$ cat src/rtl/spi_controller.sv
// rtl/spi_controller.sv - SPI mode-0 initiator for 16-bit register frames; optional read path under SPI_CTRL_READ_EN
module spi_controller #(
  parameter int CLK_DIV = 4
) (
  input  logic       clk,
  input  logic       rst,
  input  logic       cmd_valid,
  output logic       cmd_ready,
  input  logic       cmd_rw,
  input  logic [6:0] cmd_addr,
  input  logic [7:0] cmd_data,
  output logic       busy,
  output logic       done,
  output logic [7:0] rdata,
  output logic       sclk,
  output logic       copi,
  output logic       ncs,
  input  logic       cipo
);

  localparam int HW = (CLK_DIV > 2) ? $clog2(CLK_DIV) : 1;
  localparam logic [HW-1:0] HMAX = HW'(CLK_DIV - 1);

  typedef enum logic [2:0] {
    S_IDLE,
    S_SETUP,
    S_SHIFT,
    S_HOLD,
    S_GAP
  } state_t;

  state_t        state;
  logic [HW-1:0] hcnt;
  logic [3:0]    bcnt;
  logic [15:0]   shreg;
  logic          frame_rw;

`ifdef SPI_CTRL_READ_EN
  logic [7:0]    rshift;
  assign frame_rw = cmd_rw;
`else
  logic          unused_inputs;
  assign frame_rw      = 1'b1;
  assign unused_inputs = cmd_rw ^ cipo;
`endif

  // Frame sequencer: every output is a register updated here
  always_ff @(posedge clk or posedge rst) begin
    if (rst) begin
      state     <= S_IDLE;
      cmd_ready <= 1'b1;
      busy      <= 1'b0;
      done      <= 1'b0;
      sclk      <= 1'b0;
      copi      <= 1'b0;
      ncs       <= 1'b1;
      rdata     <= 8'h00;
      hcnt      <= '0;
      bcnt      <= 4'd0;
      shreg     <= 16'h0000;
`ifdef SPI_CTRL_READ_EN
      rshift    <= 8'h00;
`endif
    end else begin
      done <= 1'b0;
      case (state)
        S_IDLE: begin
          if (cmd_valid) begin
            shreg     <= {frame_rw, cmd_addr, cmd_data};
            copi      <= frame_rw;
            ncs       <= 1'b0;
            cmd_ready <= 1'b0;
            busy      <= 1'b1;
            hcnt      <= '0;
            bcnt      <= 4'd0;
            state     <= S_SETUP;
          end
        end
        S_SETUP: begin
          if (hcnt == HMAX) begin
            hcnt  <= '0;
            sclk  <= 1'b1;
            state <= S_SHIFT;
`ifdef SPI_CTRL_READ_EN
            rshift <= {rshift[6:0], cipo};
`endif
          end else begin
            hcnt <= hcnt + 1'b1;
          end
        end
        S_SHIFT: begin
          if (hcnt == HMAX) begin
            hcnt <= '0;
            if (sclk) begin
              // falling edge: advance to the next bit (zeros trail the frame)
              sclk  <= 1'b0;
              copi  <= shreg[14];
              shreg <= {shreg[14:0], 1'b0};
            end else if (bcnt == 4'd15) begin
              copi  <= 1'b0;
              state <= S_HOLD;
            end else begin
              bcnt <= bcnt + 4'd1;
              sclk <= 1'b1;
`ifdef SPI_CTRL_READ_EN
              // the last 8 samples taken remain in rshift at frame end
              rshift <= {rshift[6:0], cipo};
`endif
            end
          end else begin
            hcnt <= hcnt + 1'b1;
          end
        end
        S_HOLD: begin
          if (hcnt == HMAX) begin
            hcnt  <= '0;
            ncs   <= 1'b1;
            state <= S_GAP;
          end else begin
            hcnt <= hcnt + 1'b1;
          end
        end
        S_GAP: begin
          if (hcnt == HMAX) begin
            hcnt      <= '0;
            cmd_ready <= 1'b1;
            busy      <= 1'b0;
            done      <= 1'b1;
            state     <= S_IDLE;
`ifdef SPI_CTRL_READ_EN
            rdata     <= rshift;
`endif
          end else begin
            hcnt <= hcnt + 1'b1;
          end
        end
        default: state <= S_IDLE;
      endcase
    end
  end

endmodule
$ cat config.mk
export PLATFORM = sky130hd
export DESIGN_NAME = spi_controller
export DESIGN_NICKNAME = d
export VERILOG_FILES = /design/src/rtl/spi_controller.sv
export SDC_FILE = /design/constraint.sdc
export NUM_CORES = 1
export LEC_CHECK = 0
export CAP_MARGIN = 20
export CORE_UTILIZATION = 40
export CTS_CLUSTER_DIAMETER = 40
export DETAILED_ROUTE_END_ITERATION = 10
export GPL_ROUTABILITY_DRIVEN = 0
export PLACE_DENSITY = 0.64
export SETUP_SLACK_MARGIN = 0.2
export SYNTH_ARGS = -nofsm -noshare
export SYNTH_HDL_FRONTEND = slang
export SYNTH_SLANG_ARGS = --single-unit
$ cat constraint.sdc
create_clock -name clk -period 1.82 [get_ports clk]
set_input_delay 0.364 -clock clk [delete_from_list [all_inputs] [get_ports clk]]
set_output_delay 0.364 -clock clk [all_outputs]
set_load 0.1 [all_outputs]
==> impl_metrics.yaml <==
clock_network:
  cts.sinks: 30
  cts_tree: "done"
  insertion_delay_ns: 0.28
  cts_buffer_depth: 2
  htreeDepth: 2
  cts_buffers: 5
  path_clk_slew_ns: 0.06
  cts_root_buffer: "clkbuf_8"
worst_setup_path:
  critPathLaunchType: "register"
  r2r_start: "hcnt[1]$_DFFE_PP0P_"
  end_kind: "register"
  critical_path_class: "register to register"
  crit_fanout: 8
  r2r_cells: 6
  crit_required_ns: 1.98
  reg2reg_to: "shreg[3]$_DFFE_PP0P_"
  r2r_setup_slack_ns: 0.24
  worstPathArrival_ns: 1.74
global_route:
  antenna_found_initial: 0
  grt_use_total_pct: 18.9
  grt_pass1_vias: 1285
  grt_pass1_wl_mm: 6.16
  gr-total-overflow: 0
  grt_max_degree: 20
timing:
  min_period_ns: 1.58
  rsz0062_at_grt: "yes"
  drv_slew: 0
  fmax_mhz: 634
  setup_viol: 0
  final.period_utilization_pct: 86.7
  fin_ws_ns: 0.242
  hold_violations: 0
  skew_ns: 0.00485
pwr:
  powerDensity_nw_per_um2: 1650
  total_power_mw: 3.82
  leakagePower_nw: 1.03
  ir_drop_mv: 0.732
logic_synthesis:
  synthArstFlopShare_pct: 100
  synthAdderAreaFrac_pct: 1.41
  synth_cell_types: 46
  synth_compound_area_share_pct: 10.1
  synth_area_um2: 1780
  yosys_register_bits: 30
  yosysSeqAreaShare_pct: 42.4
  synth-simple-area-share_pct: 14.3
  synth_xor_area_share_pct: 0.985
  netlist_instances: 148
  synthMuxAreaShare_pct: 23.2
  synth_flop_cell: "dfrtp_1"
  synth-edff-count: 0
  syn_avg_cell_area_um2: 12.0
  yosysWarnings: 8
  synth_top_family_by_area: "multiplexers"
detailed_routing:
  drt_iter0_markers: 49
  drc: 0
  routed-via-count: 1266
  drtPass1Iterations: 4
  vias_per_cell: 5.32
  ant_nets: 0
  totalWireLength_mm: 3.69
  wl_per_cell_um: 15.5
placement:
  numPortBuffers: 23
  hpwl_mm: 2.49
  dpl_worst_slack_ns: -0.108
worst_hold_path:
  worstHoldPathType: "input port to asynchronous set/reset pin"
status:
  outcome: "completed"
flow_run:
  cap_violations: 0
die:
  num_rows: 23
  fp.dieW_um: 68.7
  start_util_pct: 42.9
  core-area_um2: 4140
  die_area_um2: 4720
  ios: 34
  die_y_um: 68.7
final_layout:
  areaGrowthSynthToFinish_pct: 30.6
  nets: 209
  fillerInstances: 350
  layout-drive-gt1-share_pct: 38.8
  antenna_cells: 0
## how the worst max path moves through the flow
stage / start / end / slack (ns)
floorplan: sclk$_DFFE_PP0P_ / shreg[0]$_DFFE_PP0P_ / 0.08
global placement: cmd_valid / shreg[6]$_DFFE_PP0P_ / -0.1
detailed placement: cmd_valid / shreg[6]$_DFFE_PP0P_ / -0.11
CTS: hcnt[0]$_DFFE_PP0P_ / shreg[6]$_DFFE_PP0P_ / 0.22
global route: hcnt[0]$_DFFE_PP0P_ / shreg[7]$_DFFE_PP0P_ / 0.18
finish: hcnt[1]$_DFFE_PP0P_ / shreg[3]$_DFFE_PP0P_ / 0.24
## cell families (layout without fill, tap and decap cells)
group / count (synthesis) / after routing
buffers and inverters: 17 / 50
AND/OR/NAND/NOR: 42 / 42
other: 1 / 8
XOR/XNOR: 2 / 2
flip-flops: 30 / 30
multiplexers: 31 / 31
adder cells (fa/ha/maj): 2 / 2
AO/OA/AOI/OAI: 23 / 23
## critical path: stages, from the launching register on
cell	delay (ns)
dfrtp_1	0.35
ha_2	0.19
nand3_2	0.09
a211oi_4	0.24
buf_4	0.16
buf_12	0.13
mux2_4	0.30
## per-layer routing
metal / GRT usage [%] / vias to the layer above / share of wire, %
met5: 0 / - / 0
met2: 31.5 / 37 / 52
li1: - / 593 / -
met3: 6.91 / 2 / 4.1
met1: 22.1 / 634 / 43
met4: 7.03 / 0 / 0.57
## what timing repair did
item                                   in CTS  in global routing
gates resized for setup                     2                  8
buffers inserted                            3                  4
hold buffers                                0                  0
endpoints found under the hold margin       0                  0
setup endpoints to repair                   6                 19
pin swaps                                   1                  2
cloned                                      1                  0
## final cells by class
type	instances	area (um2)	area share (%)
multi-input combinational	108	946	40.7
sequential	30	757	32.6
timing repair buffer	41	473	20.4
clock buffer	8	80.1	3.45
tap	50	62.6	2.69
inverter	1	3.75	0.162
## sequential cells by signal (all words and copies together), names as in the netlist
| register | cells |
|---|---|
| copi | 1 |
| hcnt | 2 |
| state | 3 |
| cmd_ready | 1 |
| ncs | 1 |
| done | 1 |
| bcnt | 4 |
| sclk | 1 |
| busy | 1 |
| shreg | 15 |
## stage by stage
step	instances	cell area, um2	utilization, %	hold WS [ns]	setup TNS [ns]
2_1_floorplan	155	1810	-	0.453	0
3_3_place_gp	222	2130	51.4	0.484	-1.21
3_5_place_dp	222	2130	51.4	0.495	-1.30
4_1_cts	234	2260	54.6	0.345	0
5_1_grt	238	2320	56.0	0.379	0
6_report	238	2320	56.0	0.334	0
## synth_stat cells (2+ instances only)
cell type  count  share of area (%)
dfrtp_1       28                 39
mux2_4        17                 14
mux2_2        13                8.2
nand2_1       13                2.7
buf_4          9                3.8
nor2_1         6                1.3
a21oi_1        5                1.4
a22o_1         4                2.0
a31oi_1        3                1.1
and3_1         3                1.1
buf_2          3               0.84
nand3_1        3               0.84
nor2b_1        3                1.1
buf_6          2                1.3
dfstp_2        2                3.0
ha_1           2                1.4
nor3_1         2               0.56
nor4b_1        2               0.99
## layout by cell type, fill, tap and decap left out, types with 4 or more instances in the layout
| cell | instances |
|---|---|
| a22o_1 | 4 |
| conb_1 | 8 |
| clkdlybuf4s50_1 | 16 |
| mux2_4 | 22 |
| buf_4 | 14 |
| mux2_2 | 8 |
| dfrtp_1 | 27 |
| clkbuf_8 | 5 |
| nor2_1 | 6 |
| buf_12 | 8 |
| nand2_1 | 13 |
| a21oi_1 | 5 |
## power breakdown
part | total, mW | internal, mW | switching, mW
clock network | 0.514 | 0.271 | 0.243
logic | 2.15 | 1.18 | 0.970
registers | 1.16 | 0.950 | 0.214
total | 3.82 | 2.40 | 1.43
Power figures use the tool's default switching activity.
